`config.mk`:
```
export PLATFORM = sky130hd
export DESIGN_NAME = pong_game_engine
export DESIGN_NICKNAME = d
export VERILOG_FILES = /design/src/rtl/pong_pkg.sv /design/src/rtl/pong_paddle_ctrl.sv /design/src/rtl/pong_game_engine.sv
export SDC_FILE = /design/constraint.sdc
export NUM_CORES = 1
export LEC_CHECK = 0
export ABC_AREA = 1
export ABC_CLOCK_PERIOD_IN_PS = 3050
export CAP_MARGIN = 20
export CORE_MARGIN = 2
export CORE_UTILIZATION = 50
export DETAILED_ROUTE_END_ITERATION = 10
export HOLD_SLACK_MARGIN = 0.03
export PLACE_DENSITY = 0.7
export SLEW_MARGIN = 30
export SYNTH_ARGS = -nofsm -noshare
export SYNTH_HDL_FRONTEND = slang
export SYNTH_SLANG_ARGS = --single-unit
```
`constraint.sdc`:
```
create_clock -name clk -period 3.05 [get_ports clk]
set_input_delay 0.915 -clock clk [delete_from_list [all_inputs] [get_ports clk]]
set_output_delay 0.915 -clock clk [all_outputs]
set_load 0.05 [all_outputs]
```
`src/rtl/pong_pkg.sv`:
```
// Shared geometry, speed constants and game-state encoding for the pong
// engine and the VGA renderer.
package pong_pkg;
    localparam int POS_W   = 10;
    localparam int SCORE_W = 4;

    localparam int CANVAS_TOP    = 50;
    localparam int CANVAS_BOTTOM = 450;
    localparam int CANVAS_LEFT   = 50;
    localparam int CANVAS_RIGHT  = 600;
    localparam int BALL_SIZE     = 10;
    localparam int PADDLE_OFFSET = 20;
    localparam int PADDLE_HEIGHT = 50;
    localparam int PADDLE_WIDTH  = 10;
    localparam int BALL_SPEED    = 2;
    localparam int PADDLE_SPEED  = 3;
    localparam int SERVE_FRAMES  = 60;
    localparam int WIN_SCORE     = 7;

    localparam int SERVE_W = $clog2(SERVE_FRAMES);

    // One extra bit over the screen coordinates so +/- speed never wraps.
    typedef logic signed [POS_W:0] coord_t;

    localparam logic [POS_W-1:0] BALL_X_HOME =
        POS_W'((CANVAS_LEFT + CANVAS_RIGHT) / 2 - BALL_SIZE / 2);
    localparam logic [POS_W-1:0] BALL_Y_HOME =
        POS_W'((CANVAS_TOP + CANVAS_BOTTOM) / 2 - BALL_SIZE / 2);
    localparam logic [POS_W-1:0] PADDLE_HOME =
        POS_W'((CANVAS_TOP + CANVAS_BOTTOM) / 2 - PADDLE_HEIGHT / 2);

    localparam coord_t PADDLE_MIN = coord_t'(CANVAS_TOP + 1);
    localparam coord_t PADDLE_MAX = coord_t'(CANVAS_BOTTOM - 1 - PADDLE_HEIGHT);

    // Inner faces of the paddles: the columns the ball collides with.
    localparam int LEFT_FACE  = CANVAS_LEFT + PADDLE_OFFSET + PADDLE_WIDTH;
    localparam int RIGHT_FACE = CANVAS_RIGHT - PADDLE_OFFSET - PADDLE_WIDTH;

    typedef enum logic [1:0] {
        SERVE,
        PLAY,
        SCORED,
        GAME_OVER
    } game_state_t;

    function automatic coord_t to_coord(input logic [POS_W-1:0] v);
        return coord_t'({1'b0, v});
    endfunction
endpackage

```
`src/rtl/pong_paddle_ctrl.sv`:
```
// One paddle: button-driven vertical movement once per enabled frame,
// clamped to the playfield interior.
module pong_paddle_ctrl
    import pong_pkg::*;
(
    input  logic             clk,
    input  logic             reset,
    input  logic             en,
    input  logic             btn_up,
    input  logic             btn_down,
    output logic [POS_W-1:0] pos
);
    localparam coord_t C_SPEED = coord_t'(PADDLE_SPEED);

    coord_t cur;
    coord_t nxt;

    function automatic logic [POS_W-1:0] clamp_pos(input coord_t p);
        coord_t c;
        c = p;
        if (p < PADDLE_MIN) begin
            c = PADDLE_MIN;
        end else if (p > PADDLE_MAX) begin
            c = PADDLE_MAX;
        end
        return POS_W'(c);
    endfunction

    // Opposing buttons cancel out and hold the paddle.
    always_comb begin
        cur = to_coord(pos);
        nxt = cur;
        if (btn_up && !btn_down) begin
            nxt = cur - C_SPEED;
        end else if (btn_down && !btn_up) begin
            nxt = cur + C_SPEED;
        end
    end

    always_ff @(posedge clk or posedge reset) begin
        if (reset) begin
            pos <= PADDLE_HOME;
        end else if (en) begin
            pos <= clamp_pos(nxt);
        end
    end
endmodule

```
`src/rtl/pong_game_engine.sv`:
```
// Pong game-state producer: paddles, ball motion, collisions, scoring and
// the serve / play / scored / game-over sequencing.
module pong_game_engine
    import pong_pkg::*;
(
    input  logic               clk,
    input  logic               reset,
    input  logic               frame_tick,
    input  logic               start,
    input  logic               btn_left_up,
    input  logic               btn_left_down,
    input  logic               btn_right_up,
    input  logic               btn_right_down,
    output logic [POS_W-1:0]   ball_pos_x,
    output logic [POS_W-1:0]   ball_pos_y,
    output logic [POS_W-1:0]   paddle_left_pos,
    output logic [POS_W-1:0]   paddle_right_pos,
    output logic [SCORE_W-1:0] score_left,
    output logic [SCORE_W-1:0] score_right,
    output logic               game_over
);
    localparam coord_t C_TOP    = coord_t'(CANVAS_TOP);
    localparam coord_t C_BOTTOM = coord_t'(CANVAS_BOTTOM);
    localparam coord_t C_LEFT   = coord_t'(CANVAS_LEFT);
    localparam coord_t C_RIGHT  = coord_t'(CANVAS_RIGHT);
    localparam coord_t C_BALL   = coord_t'(BALL_SIZE);
    localparam coord_t C_PH     = coord_t'(PADDLE_HEIGHT);
    localparam coord_t C_SPEED  = coord_t'(BALL_SPEED);
    localparam coord_t C_LFACE  = coord_t'(LEFT_FACE);
    localparam coord_t C_RFACE  = coord_t'(RIGHT_FACE);
    localparam logic [SERVE_W-1:0] SERVE_LAST = SERVE_W'(SERVE_FRAMES - 1);
    localparam logic [SCORE_W-1:0] SCORE_WIN  = SCORE_W'(WIN_SCORE);

    game_state_t        state_q, state_d;
    logic [POS_W-1:0]   ball_x_q, ball_x_d;
    logic [POS_W-1:0]   ball_y_q, ball_y_d;
    logic               dir_right_q, dir_right_d;
    logic               dir_down_q, dir_down_d;
    logic [SERVE_W-1:0] serve_cnt_q, serve_cnt_d;
    logic [SCORE_W-1:0] score_l_q, score_l_d;
    logic [SCORE_W-1:0] score_r_q, score_r_d;
    logic               scorer_right_q, scorer_right_d;
    logic               game_over_q, game_over_d;

    coord_t bx, by, nx, ny, pl, pr;
    logic   ov_l, ov_r, hit_l, hit_r;
    logic   paddle_en;
    logic [SCORE_W-1:0] score_inc;

    assign paddle_en = frame_tick && (state_q != GAME_OVER);

    pong_paddle_ctrl u_paddle_left (
        .clk      (clk),
        .reset    (reset),
        .en       (paddle_en),
        .btn_up   (btn_left_up),
        .btn_down (btn_left_down),
        .pos      (paddle_left_pos)
    );

    pong_paddle_ctrl u_paddle_right (
        .clk      (clk),
        .reset    (reset),
        .en       (paddle_en),
        .btn_up   (btn_right_up),
        .btn_down (btn_right_down),
        .pos      (paddle_right_pos)
    );

    // Collision terms use pre-update ball and paddle positions.
    always_comb begin
        bx    = to_coord(ball_x_q);
        by    = to_coord(ball_y_q);
        pl    = to_coord(paddle_left_pos);
        pr    = to_coord(paddle_right_pos);
        nx    = dir_right_q ? bx + C_SPEED : bx - C_SPEED;
        ny    = dir_down_q  ? by + C_SPEED : by - C_SPEED;
        ov_l  = (by + C_BALL >= pl) && (by <= pl + C_PH);
        ov_r  = (by + C_BALL >= pr) && (by <= pr + C_PH);
        hit_l = !dir_right_q && (bx > C_LFACE) && (nx <= C_LFACE) && ov_l;
        hit_r = dir_right_q && (bx + C_BALL < C_RFACE) &&
                (nx + C_BALL >= C_RFACE) && ov_r;
    end

    always_comb begin
        state_d        = state_q;
        ball_x_d       = ball_x_q;
        ball_y_d       = ball_y_q;
        dir_right_d    = dir_right_q;
        dir_down_d     = dir_down_q;
        serve_cnt_d    = serve_cnt_q;
        score_l_d      = score_l_q;
        score_r_d      = score_r_q;
        scorer_right_d = scorer_right_q;
        game_over_d    = game_over_q;
        score_inc      = scorer_right_q ? score_r_q + 1'b1 : score_l_q + 1'b1;

        case (state_q)
            SERVE: begin
                ball_x_d = BALL_X_HOME;
                ball_y_d = BALL_Y_HOME;
                if (frame_tick) begin
                    if (serve_cnt_q == SERVE_LAST) begin
                        serve_cnt_d = '0;
                        state_d     = PLAY;
                    end else begin
                        serve_cnt_d = serve_cnt_q + 1'b1;
                    end
                end
            end
            PLAY: begin
                if (frame_tick) begin
                    if (!dir_down_q && ny <= C_TOP) begin
                        ball_y_d   = POS_W'(C_TOP + 1);
                        dir_down_d = 1'b1;
                    end else if (dir_down_q && ny + C_BALL >= C_BOTTOM) begin
                        ball_y_d   = POS_W'(C_BOTTOM - 1 - C_BALL);
                        dir_down_d = 1'b0;
                    end else begin
                        ball_y_d = POS_W'(ny);
                    end

                    if (hit_l) begin
                        ball_x_d    = POS_W'(C_LFACE + 1);
                        dir_right_d = 1'b1;
                    end else if (hit_r) begin
                        ball_x_d    = POS_W'(C_RFACE - 1 - C_BALL);
                        dir_right_d = 1'b0;
                    end else if (!dir_right_q && nx <= C_LEFT) begin
                        scorer_right_d = 1'b1;
                        state_d        = SCORED;
                    end else if (dir_right_q && nx + C_BALL >= C_RIGHT) begin
                        scorer_right_d = 1'b0;
                        state_d        = SCORED;
                    end else begin
                        ball_x_d = POS_W'(nx);
                    end
                end
            end
            SCORED: begin
                // The next serve heads toward the player who conceded.
                if (scorer_right_q) begin
                    score_r_d   = score_inc;
                    dir_right_d = 1'b0;
                end else begin
                    score_l_d   = score_inc;
                    dir_right_d = 1'b1;
                end
                ball_x_d = BALL_X_HOME;
                ball_y_d = BALL_Y_HOME;
                if (score_inc == SCORE_WIN) begin
                    state_d     = GAME_OVER;
                    game_over_d = 1'b1;
                end else begin
                    state_d = SERVE;
                end
            end
            GAME_OVER: begin
                ball_x_d = BALL_X_HOME;
                ball_y_d = BALL_Y_HOME;
                if (start) begin
                    score_l_d   = '0;
                    score_r_d   = '0;
                    game_over_d = 1'b0;
                    serve_cnt_d = '0;
                    state_d     = SERVE;
                end
            end
            default: state_d = SERVE;
        endcase
    end

    always_ff @(posedge clk or posedge reset) begin
        if (reset) begin
            state_q        <= SERVE;
            ball_x_q       <= BALL_X_HOME;
            ball_y_q       <= BALL_Y_HOME;
            dir_right_q    <= 1'b1;
            dir_down_q     <= 1'b1;
            serve_cnt_q    <= '0;
            score_l_q      <= '0;
            score_r_q      <= '0;
            scorer_right_q <= 1'b0;
            game_over_q    <= 1'b0;
        end else begin
            state_q        <= state_d;
            ball_x_q       <= ball_x_d;
            ball_y_q       <= ball_y_d;
            dir_right_q    <= dir_right_d;
            dir_down_q     <= dir_down_d;
            serve_cnt_q    <= serve_cnt_d;
            score_l_q      <= score_l_d;
            score_r_q      <= score_r_d;
            scorer_right_q <= scorer_right_d;
            game_over_q    <= game_over_d;
        end
    end

    assign ball_pos_x  = ball_x_q;
    assign ball_pos_y  = ball_y_q;
    assign score_left  = score_l_q;
    assign score_right = score_r_q;
    assign game_over   = game_over_q;
endmodule

```
==> results.json <==
{
  "finClkSkew_ns": 0.00566,
  "syn_inst": 1046,
  "ys.flop_type": "dfrtp_1",
  "r2r-start": "dir_right_q",
  "vias": 6971,
  "gp_congestion": 0.916,
  "firstDrtPassIters": 5,
  "crit_family": "simple AND/OR/NAND/NOR gates",
  "path_buf_inv": 6,
  "synth_top_area_share_pct": 15.3,
  "yosysSeqAreaShare_pct": 22.2,
  "wire_per_inst_um": 13.8,
  "period_minus_slack_ns": 2.96,
  "hold_viol_final": 0,
  "synth-seq-cells": 60,
  "n_antenna_cell": 0,
  "routed_wl_um": 18500,
  "tightestPinTransition_ns": 0.557,
  "fillerInstances": 1235,
  "insertion_delay_ns": 0.34,
  "seq_area_um2": 1530,
  "worst_setup_path_end_kind": "flop",
  "setup_viol": 0,
  "clk_pin_slew_ns": 0.05,
  "chipHeight_um": 121,
  "rsz0062_at_grt": "true",
  "cap_viol_max_count": 0,
  "netlist_area_um2": 6880,
  "root_buffer": "clkbuf_16",
  "slew_viol_final": 0,
  "synth_top_cell_by_area": "dfrtp_1",
  "synth_async_sr_flop_share_pct": 100,
  "cts_tree": "built",
  "r2r_slack_ns": 0.09,
  "die_area_um2": 14700,
  "grt_pass1_vias": 6391,
  "multi_input_area_um2": 5000,
  "grt_overflow": 0,
  "period_share_pct": 97.1,
  "crit_chain": "clkinvlp_4, buf_12, fa_2, inv_2, nor2_2, inv_1, nand2_2, nand3_4, nor2_4, nand3_2, o21bai_1, nand2_2, nand2_2, inv_2, nand3_4, buf_4, nand2_1, a21oi_1, nand2_1, nand2_1",
  "hold_start": "game_over",
  "viasPerCell": 5.20,
  "relSlewSlack_pct": 62.8,
  "syn_area_per_cell_um2": 6.58,
  "ant_nets": 0,
  "cp_num_cells": 20,
  "coreArea_um2": 13300,
  "drc": 0,
  "hp-class": "reg -> reg",
  "cts_max_level": 3,
  "io_pins": 57,
  "yosys_warnings": 0,
  "drive_gt1_share_pct": 18.5,
  "clockBufferDepth": 2,
  "dpl_cell_area_um2": 7920,
  "place_hpwl_um": 14200,
  "status": "finished clean",
  "cp.arrival_ns": 3.24,
  "grt_use_total_pct": 25.5,
  "drtIter0Drc": 359,
  "synth_nets": 1131,
  "antenna_found_initial": 0,
  "worstPathMaxFanout": 6,
  "syn_to_final_growth_pct": 26.2,
  "timing.rr.end": "ball_pos_x[4]",
  "rows": 42,
  "cpPeakStageDelay_ns": 0.55,
  "cp_slowest_cell": "dfstp_2",
  "critPathKind": "reg -> reg",
  "cts_sinks": 60,
  "die_w_um": 121,
  "grt_max_degree": 26,
  "cts_hold_buf": 0,
  "ys_top_cells_by_area": "dfrtp_1 (15%), nand2_1 (15%), ha_1 (14%)",
  "fmax_ghz": 0.338,
  "synthDistinctLibCells": 47,
  "grt_pass1_wl_um": 30300,
  "worst_setup_path_start_kind": "flop",
  "rr_worst_depth": 20,
  "nNetsFinal": 1244,
  "synth_edf_count": 0,
  "min_to": "game_over",
  "portBuffers": 56,
  "cts_made_buffers": 9,
  "required_ns": 3.33,
  "fin_area_um2": 8680,
  "start_util_pct": 51.5,
  "hold_depth": 2
}
## cells in the final DEF (no fill, tap or decap), drive strengths merged, types with 5 or more instances in the layout
master,synthesis,routed
o22ai,11,11
o21bai,5,5
o21ai,39,39
nand2,312,314
or2,5,5
dfstp,18,18
ha,75,75
clkdlybuf4s50,0,56
inv,163,161
nand3,105,106
a21oi,54,54
dfrtp,42,42
clkinv,3,6
clkbuf,4,11
nor2,107,107
xor2,40,40
nand4,20,20
buf,4,50
nor3,12,12
## through the flow
stage / worst slack, ns / TNS (ns) / utilization [%] / cells / hold slack (ns)
2_1_floorplan: 0.0379 / 0 / - / 1046 / 0.473
3_3_place_gp: 0.00101 / 0 / 59.4 / 1307 / 0.487
3_5_place_dp: -0.0511 / -0.161 / 59.4 / 1307 / 0.483
4_1_cts: 0.0211 / 0 / 61.6 / 1323 / 0.509
5_1_grt: -0.107 / -1.13 / 65.0 / 1340 / 0.529
6_report: 0.0878 / 0 / 65.0 / 1340 / 0.501
## per-layer routing
layer  up-vias  routed length (um)  GRT usage (%)
met1      3154                8630           34.0
met4         0                 274           6.11
met3        30                 916           4.23
met5         -                   0              0
met2       171                8680           43.2
li1       3616                   -              -
## tightest hold or removal path: cells and delay by family, from the launching register on
family | cells | cell delay, ns
flip-flops | 1 | 0.34
AND/OR/NAND/NOR | 2 | 0.12
## sequential cells by signal (all words and copies together), names as in the netlist, 2 cells and up
signal	flops
u_paddle_right.pos	10
serve_cnt_q	6
score_right	4
ball_pos_y	10
u_paddle_left.pos	10
score_left	4
state_q	2
ball_pos_x	10
## final cells by class
class	instances	area share, %
clock buffers	10	2.75
inverters	166	7.27
repair buffers	107	11.5
well taps	176	2.54
flip-flops and latches	60	17.6
clock inverters	6	0.735
multi-input cells	815	57.6
## kinds of logic (layout without fill, tap and decap cells)
kind of cell	count (synthesis)	after routing	synth area share, %
AO/OA/AOI/OAI	126	126	10.2
buffers and inverters	174	289	9.64
AND/OR/NAND/NOR	563	566	37.7
flip-flops	60	60	22.2
multiplexers	2	2	0.309
adder cells (fa/ha/maj)	77	77	14.2
XOR/XNOR	44	44	5.71
## worst max path at each step
stage                                  to  slack, ns            from
finish                      ball_pos_x[4]       0.09     dir_right_q
detailed placement  u_paddle_right.pos[0]      -0.05  btn_right_down
CTS                         ball_pos_x[1]       0.02   ball_pos_y[2]
global route                ball_pos_x[5]      -0.11     dir_right_q
global placement    u_paddle_right.pos[0]      0.001  btn_right_down
floorplan                   ball_pos_x[2]       0.04   ball_pos_y[2]
## cells in the mapped netlist, types with 3 or more instances
cell type  count
inv_2          6
nand4_1       20
clkbuf_1       4
nand3_2        9
clkinv_1       3
o32ai_1        3
o21ai_1        8
nor2_1        96
nand2_1      277
inv_1        157
a31oi_1        3
o21bai_1       5
nor3_1        10
nand2_4        4
dfstp_2       18
a21oi_1       54
ha_1          75
nand2_2       30
nand3_1       92
nor2_2         9
nand3_4        4
o22ai_1       11
o21ai_0       31
xnor2_1        4
xor2_1        39
dfrtp_1       42
## timing repair
action,in CTS,in global routing
endpoints found under the hold margin,0,0
endpoints found under the setup margin,0,24
resized for setup,0,75
setup buffers,0,14
Power is left out: the tool's default activity adds up to more than one toggle a clock period on the data nets, which glitch-free logic cannot reach.
